[src/rtl/alu_arbiter.sv]
// alu_arbiter: shares one combinational ALU between two requesters.
// Round-robin grant, registered operands, registered response with
// valid/ready handshake. Illegal op codes bypass the ALU and return an error.
// Ports:
//   clk, rst_n                       clock, synchronous active-low reset
//   reqX_valid/ready/op/a/b          requester ports 0 and 1 (ready is combinational)
//   alu_ctrl, alu_a, alu_b           registered operands to the ALU
//   alu_result                       combinational ALU result
//   rsp_valid/ready/id/result/err    response channel
//   busy                             high whenever the block is not idle
module alu_arbiter #(
  parameter int unsigned        DATA_W = 32,
  parameter int unsigned        RES_W  = 64,
  parameter int unsigned        OP_W   = 4,
  parameter logic [OP_W-1:0]    OP_MAX = OP_W'(4'hB)
) (
  input  logic              clk,
  input  logic              rst_n,
  input  logic              req0_valid,
  output logic              req0_ready,
  input  logic [OP_W-1:0]   req0_op,
  input  logic [DATA_W-1:0] req0_a,
  input  logic [DATA_W-1:0] req0_b,
  input  logic              req1_valid,
  output logic              req1_ready,
  input  logic [OP_W-1:0]   req1_op,
  input  logic [DATA_W-1:0] req1_a,
  input  logic [DATA_W-1:0] req1_b,
  output logic [OP_W-1:0]   alu_ctrl,
  output logic [DATA_W-1:0] alu_a,
  output logic [DATA_W-1:0] alu_b,
  input  logic [RES_W-1:0]  alu_result,
  output logic              rsp_valid,
  input  logic              rsp_ready,
  output logic              rsp_id,
  output logic [RES_W-1:0]  rsp_result,
  output logic              rsp_err,
  output logic              busy
);

  typedef enum logic [1:0] {
    IDLE = 2'd0,
    EXEC = 2'd1,
    RESP = 2'd2
  } state_t;

  state_t              state_q, state_d;
  logic                last_grant_q, last_grant_d;
  logic                owner_q, owner_d;
  logic [OP_W-1:0]     ctrl_q, ctrl_d;
  logic [DATA_W-1:0]   a_q, a_d;
  logic [DATA_W-1:0]   b_q, b_d;
  logic                rsp_valid_q, rsp_valid_d;
  logic                rsp_id_q, rsp_id_d;
  logic [RES_W-1:0]    rsp_result_q, rsp_result_d;
  logic                rsp_err_q, rsp_err_d;
  logic                busy_q, busy_d;

  logic                grant_vld;
  logic                grant_id;
  logic [OP_W-1:0]     sel_op;
  logic [DATA_W-1:0]   sel_a;
  logic [DATA_W-1:0]   sel_b;

  // State and datapath registers
  always_ff @(posedge clk) begin
    if (!rst_n) begin
      state_q      <= IDLE;
      last_grant_q <= 1'b1;
      owner_q      <= 1'b0;
      ctrl_q       <= '0;
      a_q          <= '0;
      b_q          <= '0;
      rsp_valid_q  <= 1'b0;
      rsp_id_q     <= 1'b0;
      rsp_result_q <= '0;
      rsp_err_q    <= 1'b0;
      busy_q       <= 1'b0;
    end else begin
      state_q      <= state_d;
      last_grant_q <= last_grant_d;
      owner_q      <= owner_d;
      ctrl_q       <= ctrl_d;
      a_q          <= a_d;
      b_q          <= b_d;
      rsp_valid_q  <= rsp_valid_d;
      rsp_id_q     <= rsp_id_d;
      rsp_result_q <= rsp_result_d;
      rsp_err_q    <= rsp_err_d;
      busy_q       <= busy_d;
    end
  end

  // Grant selection, next-state and register updates
  always_comb begin
    state_d      = state_q;
    last_grant_d = last_grant_q;
    owner_d      = owner_q;
    ctrl_d       = ctrl_q;
    a_d          = a_q;
    b_d          = b_q;
    rsp_valid_d  = rsp_valid_q;
    rsp_id_d     = rsp_id_q;
    rsp_result_d = rsp_result_q;
    rsp_err_d    = rsp_err_q;
    req0_ready   = 1'b0;
    req1_ready   = 1'b0;

    // Contention goes to the port that did not win last time
    grant_vld = req0_valid | req1_valid;
    grant_id  = (req0_valid & req1_valid) ? ~last_grant_q : req1_valid;
    sel_op    = grant_id ? req1_op : req0_op;
    sel_a     = grant_id ? req1_a  : req0_a;
    sel_b     = grant_id ? req1_b  : req0_b;

    unique case (state_q)
      IDLE: begin
        req0_ready = grant_vld & ~grant_id;
        req1_ready = grant_vld &  grant_id;
        if (grant_vld) begin
          ctrl_d       = sel_op;
          a_d          = sel_a;
          b_d          = sel_b;
          owner_d      = grant_id;
          last_grant_d = grant_id;
          if (sel_op > OP_MAX) begin
            // Illegal op: answer immediately without using the ALU
            state_d      = RESP;
            rsp_valid_d  = 1'b1;
            rsp_id_d     = grant_id;
            rsp_err_d    = 1'b1;
            rsp_result_d = '0;
          end else begin
            state_d = EXEC;
          end
        end
      end
      EXEC: begin
        rsp_result_d = alu_result;
        rsp_err_d    = 1'b0;
        rsp_valid_d  = 1'b1;
        rsp_id_d     = owner_q;
        state_d      = RESP;
      end
      RESP: begin
        if (rsp_ready) begin
          rsp_valid_d = 1'b0;
          state_d     = IDLE;
        end
      end
      default: state_d = IDLE;
    endcase

    busy_d = (state_d != IDLE);
  end

  assign alu_ctrl   = ctrl_q;
  assign alu_a      = a_q;
  assign alu_b      = b_q;
  assign rsp_valid  = rsp_valid_q;
  assign rsp_id     = rsp_id_q;
  assign rsp_result = rsp_result_q;
  assign rsp_err    = rsp_err_q;
  assign busy       = busy_q;

endmodule

[config.mk]
export PLATFORM = sky130hd
export DESIGN_NAME = alu_arbiter
export DESIGN_NICKNAME = d
export VERILOG_FILES = /design/src/rtl/alu_arbiter.sv
export SDC_FILE = /design/constraint.sdc
export NUM_CORES = 1
export LEC_CHECK = 0
export CAP_MARGIN = 20
export CORE_ASPECT_RATIO = 0.75
export CORE_UTILIZATION = 24
export CTS_BUF_LIST = sky130_fd_sc_hd__clkbuf_4
export CTS_CLUSTER_DIAMETER = 40
export DETAILED_ROUTE_END_ITERATION = 12
export RECOVER_POWER = 25
export SETUP_SLACK_MARGIN = 0.05
export SLEW_MARGIN = 20
export SYNTH_ARGS = -nofsm -noshare
export SYNTH_HDL_FRONTEND = slang
export SYNTH_SLANG_ARGS = --single-unit
[constraint.sdc]
create_clock -name clk -period 1.91 [get_ports clk]
set_clock_uncertainty 0.05 [all_clocks]
set_input_delay 0.4775 -clock clk [delete_from_list [all_inputs] [get_ports clk]]
set_output_delay 0.4775 -clock clk [all_outputs]
set_load 0.01 [all_outputs]
-- Word level (Yosys, flattened, before mapping)
Index checks and enable logic that the tools add are counted.
- $lt $le $gt $ge: 1
- equality and inequality tests: 5
- mux-type cells: 21
- bitwise logic cells: 6
- reduce and logical (&&, ||, !) cells: 7
- operators with widths (kind ; number):
    two-way mux 64 bit ; 2
    case mux 64 bit (2 select lines) ; 1
    two-way mux 32 bit ; 2
    two-way mux 1 bit ; 8
    two-way mux 2 bit ; 3
    != test 2 bit (second input constant) ; 3
    case mux 2 bit (3 select lines) ; 1
    greater-than comparator 4 bit (second input constant) ; 1
    two-way mux 4 bit ; 1
    case mux 1 bit (2 select lines) ; 2
    AND reduction 4 bit ; 1
    nonzero test 2 bit ; 2
    AND 1 bit ; 3
    case mux 1 bit (3 select lines) ; 1
    AND reduction 3 bit ; 1
    nonzero test 3 bit ; 1
    == test 2 x 1 -> 1 bit (second input constant) ; 1
    == test 2 bit (second input constant) ; 1
    logical NOT 2 bit ; 1
    inverter 1 bit ; 2
    AND reduction 2 bit ; 1
    bitwise OR 1 bit ; 1
- bits in registers: 140
- bits of input ports: 205
- output and inout port bits: 138

-- Logic depth before layout (Yosys ltp)
- depth after elaboration: 8
- gate-level depth with buffers: 8
- mapped depth without buffers: 6

-- Worst setup path before layout
OpenSTA, ideal clock, no wires.
- path type: flip-flop to output port
- start: reg state_q[0]
- end: out req0_ready
- arrival time: 1444 ps
- required time: 1382 ps
- slack: -61 ps
- stages on the path, launching flop included: 6
- buffers on the path: 1
- cells stage by stage: dfxtp_1 > inv_1 > ha_1 > o21ai_0 > nor2_1 > buf_2
- cells in the longest elaborated chain, start to end: 2
- RTL lines (item ; RTL line ; text):
    from (decl) ; 47 ; state_t state_q, state_d;
    from (signal assigned) ; 80 ; state_q <= state_d;
    logical NOT 2 bit ; 116 ; unique case (state_q)
    two-way mux 1 bit ; 116 ;
    to (decl) ; 20 ; output logic req0_ready,
No other way between the ends.

-- Final worst setup path
- start: in req0_valid
- end: out req0_ready
- cells in the longest elaborated chain, start to end: 5
- elaborated cells between the ends (all ways): 6
- RTL lines (item ; RTL line ; text):
    from (decl) ; 19 ; input logic req0_valid,
    AND 1 bit ; 111 ; grant_id = (req0_valid & req1_valid) ? ~last_grant_q : req1_valid;
    two-way mux 1 bit ; 111 ;
    inverter 1 bit ; 118 ; req0_ready = grant_vld & ~grant_id;
    AND 1 bit (*) ; 118 ;
    two-way mux 1 bit (*) ; 116 ;
Mark *: on every way between the ends. The rest lies on a longest branch, timed or not.

==> summary.txt <==
Run status
  • Status: complete, but fails checks
  • Failing checks: negative setup slack

STA
  • Final hold violations: 0
  • RSZ-0062 raised after global routing: true
  • Slew @ Worst Pin: 0.440 ns
  • Setup WS post-layout: -0.0634 ns
  • Crit path time final: 1.97 ns
  • Tcrit/Tclk final: 103%
  • Pins over their slew limit: 0
  • FMAX: 507 MHz
  • Relative slew slack: 70.7%
  • Final setup fails: 2

Layout
  • Design area: 9370 µm²
  • Synth-to-Final Area Change: 85.9%
  • Final cell count without fillers: 1,154
  • Utilization after layout: 46.0%
  • N_diodes: 0
  • Share of post-route cells with drive strength above 1: 11.7%
  • Layout net count: 1,068

Synth
  • Ys async rst share: 0%
  • Mapped Cells: 496
  • Syn. warnings: 0
  • #FFs+latches synth: 140
  • Post-synthesis cell area: 5040 µm²
  • Synth unique cells: 35
  • Syn Area/Cell: 10.2 µm²
  • Ys flop type: dfxtp_1
  • Sequential area share after synthesis: 55.6%
  • Syn nets: 705
  • Number of flops mapped to enable cells by yosys: 0

Power and ir drop
  • Lkg Pwr: 4.19 nW
  • Worst vdd ir: 0.401 mV
  • Pwr Density: 848 nW/µm²
  • Tot Pwr: 7.95 mW

CTS
  • Max clock buf depth: 2
  • TritonCTS clock tree: yes
  • Clock transition at path regs: 0.13 ns
  • Worst-skew pair later-pin latency: 0.53 ns
  • CTS Root Cell: clkbuf_4
  • Clock sink count: 140
  • # H-tree levels: 4
  • Num CTS Buffers: 17

Worst setup path
  • Crit path buf inv count: 3
  • CP max stage delay: 0.43 ns
  • Critical Path RT: 1.38 ns
  • Critical Path, Cell by Cell: clkdlybuf4s50_1, buf_4, a21boi_4, nor2_4, buf_6
  • Slowest cell on crit path: clkdlybuf4s50_1
  • Delay-heaviest family, CP: buffers and inverters
  • CP Capture Type: output port
  • Max FO, Critical Path: 5
  • Critical path data arrival time: 1.45 ns
  • Crit path kind: input pin to output port
  • Startpoint types: input pin

GRT
  • Global router's overall resource usage: 16.7%
  • Global-route wire length before repair: 28,200 µm
  • Initial antenna violation count: 0
  • Vias in the first global route: 5,233
  • GRT overflow: 0
  • Pin count of the biggest net entering global routing: 43

Floorplan
  • Die area: 21,600 µm²
  • Core area: 20,400 µm²
  • Die W: 169 µm
  • Initial Util: 24.7%
  • Die Y: 127 µm
  • Top Ports: 343
  • Row cnt: 45

Routing
  • Initial DRT Pass Iterations: 7
  • DRC: 0
  • Vias: 5,271
  • Post-route ant nets: 0
  • Avg WL per Cell: 16.1 µm
  • Initial DRC Count: 366
  • WL final: 18,500 µm
  • Vias per inst: 4.57

Placement
  • Final HPWL DP: 13,000 µm
  • PortBufs: 342
  • Cell Area, Placed: 9020 µm²
  • Gp weighted congestion: 0.705
  • Cells after DPL: 1,115

Job
  • Max-cap violations: 0

Worst hold path
  • Hold WC Path Type: register to register
worst register-to-register path, cell delays in order (launching register included):
cell and delay (ns):
dfxtp_2 0.36, inv_2 0.05, ha_4 0.17, buf_4 0.13
buf_4 0.13, or2_4 0.24, a21oi_4 0.24, clkbuf_16 0.21
clkbuf_16 0.14, a22o_1 0.12
flip-flops by register name (all words and copies together), names as in the netlist, 2 cells and up:
register	cells
alu_ctrl	4
alu_a	32
alu_b	32
state_q	2
rsp_result	64
cells in the mapped netlist (all sizes together), types with 3 or more instances:
| master | n | share of area [%] |
|---|---|---|
| o21ai | 3 | 0.30 |
| clkbuf | 27 | 2.0 |
| buf | 18 | 2.2 |
| dfxtp | 140 | 56 |
| a22o | 64 | 11 |
| a21oi | 4 | 0.47 |
| a311oi | 32 | 5.6 |
| inv | 5 | 0.37 |
| a222oi | 36 | 7.2 |
| ha | 4 | 0.99 |
| nor2 | 74 | 5.5 |
| nand2 | 68 | 5.1 |
worst paths after layout:
kind | startpoint | endpoint | slack [ns] | depth (start not counted)
setup / recovery | req0_valid | req0_ready | -0.06 | 5
setup reg to reg | state_q[0]$_SDFF_PN0_ | rsp_result[46]$_SDFFE_PN0P_ | 0.03 | 9
hold / removal | rsp_valid$_SDFFE_PN0P_ | rsp_valid$_SDFFE_PN0P_ | 0.42 | 2
hold reg to reg | rsp_valid$_SDFFE_PN0P_ | rsp_valid$_SDFFE_PN0P_ | 0.42 | 2
through the flow:
step | TNS [ns] | setup WS [ns] | hold WS, ns
2_1_floorplan | 0 | 0.104 | 0.407
3_3_place_gp | -50.96 | -0.530 | 0.404
3_5_place_dp | -52.00 | -0.521 | 0.403
4_1_cts | -0.209 | -0.111 | 0.368
5_1_grt | -2.13 | -0.136 | 0.381
6_report | -0.101 | -0.0634 | 0.416
layout make-up:
| class | instances | area [µm²] |
|---|---|---|
| clock buffers | 17 | 128 |
| clock inverters | 15 | 173 |
| fillers | 2011 | 11000 |
| inverters | 5 | 18.8 |
| multi-input cells | 306 | 2100 |
| flip-flops and latches | 140 | 2810 |
| well taps | 282 | 353 |
| repair buffers | 389 | 3790 |
routing by layer:
| layer | vias to the layer above | routed length, µm | GRT usage (%) |
|---|---|---|---|
| met5 | - | 0 | 0 |
| met4 | 0 | 286 | 4.98 |
| met3 | 14 | 1510 | 5.67 |
| met2 | 236 | 8330 | 26.5 |
| met1 | 2415 | 8400 | 21.4 |
| li1 | 2606 | - | - |
what timing repair did:
action                     in CTS  in global routing
pin swaps                       4                  8
hold buffers                    0                  0
buffers inserted                2                  0
gates resized for setup       156                 22
gates cloned                    0                  5
setup endpoints to repair     138                 68
placed cells by master, fill, tap and decap left out, drive strengths merged, types with 2 or more instances in the layout:
cell / synthesis / final
o21ai: 3 / 3
a311oi: 32 / 32
dfxtp: 140 / 140
mux2i: 2 / 2
ha: 4 / 4
nand2: 68 / 68
a211oi: 2 / 2
nor2: 74 / 74
dlygate4sd2: 0 / 137
clkinvlp: 0 / 2
clkinv: 0 / 4
clkbuf: 27 / 24
clkdlybuf4s50: 0 / 203
a22o: 64 / 64
buf: 18 / 42
a222oi: 36 / 36
a21oi: 4 / 4
inv: 5 / 13
a221oi: 2 / 2
where the power goes:
group	internal [mW]	switching, mW	leakage [nW]
clock network	0.717	1.30	0.155
logic	1.35	1.16	2.88
registers	3.26	0.164	1.15
total	5.33	2.62	4.19
logic make-up after synthesis:
| kind of cell | share of synthesized area (%) |
|---|---|
| muxes | 0.397 |
| AOI/OAI and AO/OA | 27.0 |
| and+or+nand+nor | 11.5 |
| adders and majority gates | 0.993 |
| buffers and inverters | 4.57 |
| DFF | 55.6 |
Power figures use the tool's default switching activity.
